File: src/rtl/td4_pkg.sv
// Shared definitions for the TD4 4-bit core: opcodes, operand select enums
// and the 5-bit ALU helper.
package td4_pkg;

  localparam logic [3:0] OP_ADD_A   = 4'b0000;
  localparam logic [3:0] OP_MOV_A_B = 4'b0001;
  localparam logic [3:0] OP_IN_A    = 4'b0010;
  localparam logic [3:0] OP_MOV_A   = 4'b0011;
  localparam logic [3:0] OP_MOV_B_A = 4'b0100;
  localparam logic [3:0] OP_ADD_B   = 4'b0101;
  localparam logic [3:0] OP_IN_B    = 4'b0110;
  localparam logic [3:0] OP_MOV_B   = 4'b0111;
  localparam logic [3:0] OP_OUT_B   = 4'b1001;
  localparam logic [3:0] OP_OUT_IM  = 4'b1011;
  localparam logic [3:0] OP_JNC     = 4'b1110;
  localparam logic [3:0] OP_JMP     = 4'b1111;

  typedef enum logic [1:0] {
    SRC_ZERO,
    SRC_A,
    SRC_B,
    SRC_IN
  } src_sel_e;

  typedef enum logic [2:0] {
    DST_NONE,
    DST_A,
    DST_B,
    DST_OUT,
    DST_PC
  } dst_sel_e;

  // Bit 4 of the result is the carry out.
  function automatic logic [4:0] alu_add(input logic [3:0] src, input logic [3:0] im);
    return {1'b0, src} + {1'b0, im};
  endfunction

endpackage

File: src/rtl/td4_decode.sv
// Combinational opcode decoder: maps the upper instruction nibble to the
// ALU source, the write destination and the conditional-jump flag.
module td4_decode
  import td4_pkg::*;
(
  input  logic [3:0] i_opcode,
  output src_sel_e   o_src,
  output dst_sel_e   o_dst,
  output logic       o_is_jnc
);

  // Unlisted opcodes fall through as NOP: zero source, nothing written.
  always_comb begin
    o_src    = SRC_ZERO;
    o_dst    = DST_NONE;
    o_is_jnc = 1'b0;
    case (i_opcode)
      OP_ADD_A:   begin o_src = SRC_A;    o_dst = DST_A;   end
      OP_ADD_B:   begin o_src = SRC_B;    o_dst = DST_B;   end
      OP_MOV_A:   begin o_src = SRC_ZERO; o_dst = DST_A;   end
      OP_MOV_B:   begin o_src = SRC_ZERO; o_dst = DST_B;   end
      OP_MOV_A_B: begin o_src = SRC_B;    o_dst = DST_A;   end
      OP_MOV_B_A: begin o_src = SRC_A;    o_dst = DST_B;   end
      OP_IN_A:    begin o_src = SRC_IN;   o_dst = DST_A;   end
      OP_IN_B:    begin o_src = SRC_IN;   o_dst = DST_B;   end
      OP_OUT_B:   begin o_src = SRC_B;    o_dst = DST_OUT; end
      OP_OUT_IM:  begin o_src = SRC_ZERO; o_dst = DST_OUT; end
      OP_JMP:     begin o_src = SRC_ZERO; o_dst = DST_PC;  end
      OP_JNC: begin
        o_src    = SRC_ZERO;
        o_dst    = DST_PC;
        o_is_jnc = 1'b1;
      end
      default: begin
        o_src    = SRC_ZERO;
        o_dst    = DST_NONE;
        o_is_jnc = 1'b0;
      end
    endcase
  end

endmodule

File: src/rtl/td4_core.sv
// TD4 4-bit processor core: fetches from a combinational ROM at adr and
// executes one instruction per enabled clock edge.
module td4_core
  import td4_pkg::*;
(
  input  logic       clk,
  input  logic       rst,
  input  logic       en,
  output logic [3:0] adr,
  input  logic [7:0] qd,
  input  logic [3:0] in_port,
  output logic [3:0] out_port,
  output logic       carry
);

  logic [3:0] r_a;
  logic [3:0] r_b;
  logic [3:0] r_out;
  logic [3:0] r_pc;
  logic       r_carry;

  logic [3:0] w_opcode;
  logic [3:0] w_im;
  src_sel_e   w_src;
  dst_sel_e   w_dst;
  logic       w_is_jnc;
  logic [3:0] w_src_val;
  logic [4:0] w_alu;
  logic       w_jump;

  assign w_opcode = qd[7:4];
  assign w_im     = qd[3:0];

  td4_decode u_decode (
    .i_opcode (w_opcode),
    .o_src    (w_src),
    .o_dst    (w_dst),
    .o_is_jnc (w_is_jnc)
  );

  always_comb begin
    w_src_val = 4'd0;
    case (w_src)
      SRC_A:   w_src_val = r_a;
      SRC_B:   w_src_val = r_b;
      SRC_IN:  w_src_val = in_port;
      default: w_src_val = 4'd0;
    endcase
  end

  assign w_alu = alu_add(w_src_val, w_im);

  // JNC looks at the carry from before this instruction, not the new one.
  assign w_jump = (w_dst == DST_PC) && (!w_is_jnc || !r_carry);

  always_ff @(posedge clk or negedge rst) begin
    if (!rst) begin
      r_a     <= 4'd0;
      r_b     <= 4'd0;
      r_out   <= 4'd0;
      r_pc    <= 4'd0;
      r_carry <= 1'b0;
    end else if (en) begin
      r_carry <= w_alu[4];
      case (w_dst)
        DST_A:   r_a   <= w_alu[3:0];
        DST_B:   r_b   <= w_alu[3:0];
        DST_OUT: r_out <= w_alu[3:0];
        default: ;
      endcase
      r_pc <= w_jump ? w_alu[3:0] : r_pc + 4'd1;
    end
  end

  assign adr      = r_pc;
  assign out_port = r_out;
  assign carry    = r_carry;

endmodule

File: config.mk
export PLATFORM = sky130hd
export DESIGN_NAME = td4_core
export DESIGN_NICKNAME = d
export VERILOG_FILES = /design/src/rtl/td4_pkg.sv /design/src/rtl/td4_decode.sv /design/src/rtl/td4_core.sv
export SDC_FILE = /design/constraint.sdc
export NUM_CORES = 1
export LEC_CHECK = 0
export BUFFER_PORTS_ARGS = -buffer_cell sky130_fd_sc_hd__buf_2
export CAP_MARGIN = 20
export CORE_MARGIN = 3
export CORE_UTILIZATION = 36
export CTS_CLUSTER_DIAMETER = 150
export CTS_CLUSTER_SIZE = 30
export DETAILED_ROUTE_END_ITERATION = 16
export HOLD_SLACK_MARGIN = 0.1
export MAX_ROUTING_LAYER = met4
export PLACE_DENSITY_LB_ADDON = 0.25
export RECOVER_POWER = 50
export SLEW_MARGIN = 40
export SYNTH_ARGS = -nofsm -noshare
export SYNTH_HDL_FRONTEND = slang
export SYNTH_SLANG_ARGS = --single-unit
File: constraint.sdc
create_clock -name clk -period 4 [get_ports clk]
set_input_delay 0.8 -clock clk [delete_from_list [all_inputs] [get_ports clk]]
set_output_delay 0.8 -clock clk [all_outputs]
set_load 0.005 [all_outputs]
* Yosys cells after proc, flatten, opt, wreduce, memory -nomap -nowiden
Cells that the tools add are included.
** Word-level totals
- Logic and storage cells :: 45
- Input bits :: 15
- Output and inout bits :: 9
- Bits in registers :: 17
** Cells by class
- Muxes and demuxes :: 5
- Equality and inequality tests :: 18
- $add $sub $neg :: 2
- Reduce and logical (&&, ||, !) cells :: 15
** Operators with widths (number)
- $eq A4 B3 Y1 const B :: 4
- $eq A4 B4 Y1 const B :: 4
- $pmux W3 S4 :: 1
- $pmux W4 S3 :: 1
- $eq A4 B2 Y1 const B :: 2
- $reduce_or A2 Y1 :: 4
- $reduce_or A4 Y1 :: 2
- $eq A3 B2 Y1 const B :: 2
- $pmux W2 S3 :: 1
- $reduce_and A2 Y1 :: 3
- $add A4 B4 Y5 :: 1
- $add A4 B1 Y4 const B :: 1
- $eq A2 B2 Y1 const B :: 2
- $eq A4 B1 Y1 const B :: 1
- $logic_not A4 Y1 :: 1
- $mux W4 :: 1
- $eq A3 B1 Y1 const B :: 1
- $eq A3 B3 Y1 const B :: 1
- $reduce_or A3 Y1 :: 1
- $eq A2 B1 Y1 const B :: 1
- $logic_not A1 Y1 :: 2
- $logic_and A1 B1 Y1 :: 1
- $logic_or A1 B1 Y1 :: 1
- $mux W1 :: 1

* Longest topological paths before layout
- Depth after elaboration :: 7
- Gate-level depth with buffers :: 11
- Depth with buffers taken out :: 11

* Hierarchy
From an unflattened synthesis, not the netlist that was laid out.
** Second synthesis, totals
- Cell total of the unflattened synthesis :: 91
- Area, all modules :: 998.5 µm²
** By module, submodules not included
- td4_core :: cells an instance 81, sequential area each 425.4 µm², area an instance 937.1 µm², instances 1
- td4_decode :: cells an instance 10, sequential area each 0.0 µm², area an instance 61.3 µm², instances 1

* Worst setup path after synthesis
Ideal clock, no wire load.
- Path kind :: input port to flip-flop
- Start :: input port qd[5]
- End :: register r_pc[3], in the netlist adr[3]
- Path buffers :: 1
- Arrival time :: 2.461 ns
- Required time :: 3.874 ns
- Cell stages on the path :: 9
- Setup slack :: 1.413 ns
- Setup time :: 0.126 ns
- Cells stage by stage :: buf_2 -> a211oi_1 -> nand2_1 -> o21ai_0 -> ha_1 -> a21o_1 -> a21oi_1 -> xnor2_1 -> a311o_1
** Between the ends
- Word-level cells in the longest chain between the ends :: 7
- Elaborated cells on any way between the ends :: 32
- Those cells by class :: add/sub: 1; eq/ne: 15; mux: 5; reduce/logical: 11
** Ends and longest elaborated chain
- start, declared :: line td4_core.sv:10 : input logic [7:0] qd,
- $eq A4 B3 Y1, or another cell as far along :: line td4_decode.sv:17 : case (i_opcode)
- $reduce_or A3 Y1 (no line) or $reduce_or A2 Y1 (tied branches)
- $pmux W2 S3 :: line td4_decode.sv:17
- $eq A2 B2 Y1 or $eq A2 B1 Y1 (tied branches) :: line td4_core.sv:43 : case (w_src)
- $pmux W4 S3 :: line td4_core.sv:43
- $add A4 B4 Y5 :: line td4_pkg.sv:35 : return {1'b0, src} + {1'b0, im};
- $mux W4 * :: line td4_core.sv:71 : r_pc <= w_jump ? w_alu[3:0] : r_pc + 4'd1;
- end signal, assigned :: line td4_core.sv:71
- end, declared :: line td4_core.sv:19 : logic [3:0] r_pc;
Mark *: on every way between the ends. The rest lies on a longest branch, timed or not.
A chain may end at the register's enable or synchronous reset.

* Worst setup path after layout
Same ends and word-level chain as after synthesis.

==> flow_summary.ini <==
[status]
status = finished, final reports clean

[placement]
portBuffers = 23
dpl.hpwl_um = 1673
gp_congestion = 0.9765

[synthesis]
post-synth-top-area-fraction_pct = 44.04
postSynthCellCount = 94
ys_async_sr_fraction_pct = 100.0
ys_ff_latch = 17
synth.distinct_cells = 29
synth_top_cell_by_area = dfrtp_1
seq_area_frac_synth_pct = 44.04
synth_ff_type = dfrtp_1
yosys-top-cells-count = dfrtp_1 (17), nand2_1 (11), o21ai_0 (10)
yosys-top-cells-area = dfrtp_1 (44%), ha_1 (6.5%), mux2i_1 (5.2%)
synth_edf_count = 0
avgSynthCellArea_um2 = 10.28
yosysMostFrequentCell = dfrtp_1
synth_area_um2 = 965.9
synth_warnings = 0
synth_fp_nets = 115

[flow_run]
maxCapViolCount = 0

[route]
routedWlPerCell_um = 14.15
vias = 771
first_iter_violations = 11
drc_errors = 0
ant_nets = 0
drtPass1Iterations = 4
vias_per_cell = 5.209
drt-total-wl_um = 2094

[floorplan]
core_area_um2 = 2522
die_h_um = 57.80
dieArea_um2 = 3341
start_util_pct = 38.29
num_rows = 18
io_pins = 24
die_w_um = 57.80

[global_route]
grt_overflow_total = 0
grt_max_degree = 18
antenna_found_initial = 0
grt_pass1_wl_um = 3574
grt_usage_pct = 14.38
grt_pass1_vias = 735

[timing]
tns_ns = 0
hold_viol = 0
setup_viol = 0
relSlewSlack_pct = 38.11
period_needed_ns = 2.577
finClkSkew_ns = 0.009434
rsz0062_at_grt = false
period_share_pct = 64.42
drv_slew = 0
holdWs_ns = 0.4926
worstMarginPinSlew_ns = 0.9284
max_freq_mhz = 388.1

[critical_path]
crit_arrival_ns = 2.76
cp_top_family = compound AO/OA/AOI/OAI gates
start_kind = input port
critPathKind = in -> reg
cp-startpoint = qd[5]
crit_chain = buf_2 -> a211oi_1 -> nand2_1 -> o21ai_0 -> ha_1 -> a21o_1 -> a21oi_1 -> xnor2_1 -> a311o_1
critical_path.endpoint = adr[3]
worst-path-buf-inv = 1
rr_worst_depth = 7
max_stage_delay_ns = 0.44
reg2reg_slack_ns = 2.08
setup.worst_path.end_class = flop
critPathMaxFanout = 6
required_ns = 4.18
path_depth = 9
rr_endpoint = adr[3]
reg2reg_from = r_a[1]
slowest_stage = a211oi_1

[worst_hold_path]
min_from = out_port[1]
hp-class = reg -> reg

[clock_tree]
htreeDepth = 1
clk_pin_slew_worst_paths_ns = 0.10
tritoncts = done
cts_made_buffers = 3
cts_hold_buf = 0
clockBufferDepth = 2
root_buffer = clkbuf_4
clock_insertion_delay_worst_skew_ns = 0.28
clkSinkCount = 17
cts_resized = 0
cts_setup_buffers = 0

[finish]
drive_gt1_share_pct = 26.27
num_antenna_cells = 0
area_growth_pct = 16.71
final_util_pct = 44.69
nNetsFinal = 140

[power]
powerDensity_nw_per_um2 = 485.4
p_leak_nw = 0.5500
ir_worst_vdd_uv = 305.4
-- cell families after synthesis --
kind of cell,share of synthesized area [%]
XOR/XNOR,1.814
AND/OR/NAND/NOR,13.73
adder cells (fa/ha/maj),8.549
multiplexers,12.95
AO/OA/AOI/OAI,15.54
buffers and inverters,3.368
flip-flops,44.04
-- tightest hold or removal path: stages, from the launching register on --
cell,delay (ns)
dfrtp_1,0.36
nand2_1,0.05
o21ai_0,0.06
-- cell usage in the layout, fill, tap and decap left out, types with 2 or more instances in the layout --
| cell | instances |
|---|---|
| nand3_1 | 3 |
| o21ai_0 | 10 |
| nand2_1 | 11 |
| nor2_1 | 4 |
| a311o_1 | 2 |
| mux2i_1 | 5 |
| ha_1 | 5 |
| clkbuf_1 | 4 |
| clkbuf_4 | 3 |
| or3b_1 | 2 |
| buf_2 | 20 |
| dfrtp_1 | 17 |
| mux2_4 | 2 |
| inv_1 | 5 |
| mux2_2 | 4 |
| a21oi_1 | 5 |
| o21a_1 | 2 |
| a21o_1 | 2 |
-- state kept, by name (all words and copies together) (netlist names) --
signal / flops
carry: 1
adr: 4
r_a: 4
out_port: 4
r_b: 4
-- layer usage --
layer | share of wire (%) | track usage, % | vias up | wire [µm]
li1 | - | - | 382 | -
met2 | 43 | 18.55 | 18 | 901
met5 | 0 | - | - | 0
met1 | 50 | 22.03 | 369 | 1054
met4 | 0.29 | 3.974 | 0 | 6
met3 | 6.3 | 3.563 | 2 | 132
-- power breakdown --
group | internal, mW | switching [mW]
combinational | 0.0983 | 0.0864
sequential | 0.229 | 0.0424
clock | 0.0387 | 0.0528
total | 0.366 | 0.182
-- cell type report --
class,instances,area (µm²)
Timing Repair Buffer,23,111.4
Inverter,5,18.77
Sequential cell,17,425.4
Fill cell,263,1395
Tap cell,30,37.54
Multi-Input combinational cell,69,508.0
Clock buffer,4,26.28
-- worst min-delay path by stage --
stage | end | slack, ns | cells past startpoint
2_1_floorplan | r_a[1] | 0.45 | 2
3_3_place_gp | out_port[1] | 0.47 | 2
3_5_place_dp | out_port[1] | 0.47 | 2
4_1_cts | adr[1] | 0.43 | 1
5_1_grt | out_port[1] | 0.52 | 2
6_report | out_port[1] | 0.49 | 2
-- stage by stage --
| stage | setup slack [ns] | std cells | instance area, µm² | total power, mW |
|---|---|---|---|---|
| 2_1_floorplan | 1.413 | 94 | 965.9 | 0.3866 |
| 4_1_cts | 1.405 | 148 | 1131 | 0.5562 |
| 3_3_place_gp | 1.204 | 144 | 1105 | 0.4594 |
| 5_1_grt | 1.281 | 148 | 1127 | 0.5944 |
| 6_report | 1.423 | 148 | 1127 | 0.5472 |
| 3_5_place_dp | 1.103 | 144 | 1105 | 0.4641 |
(Power assumes the default switching activity.)
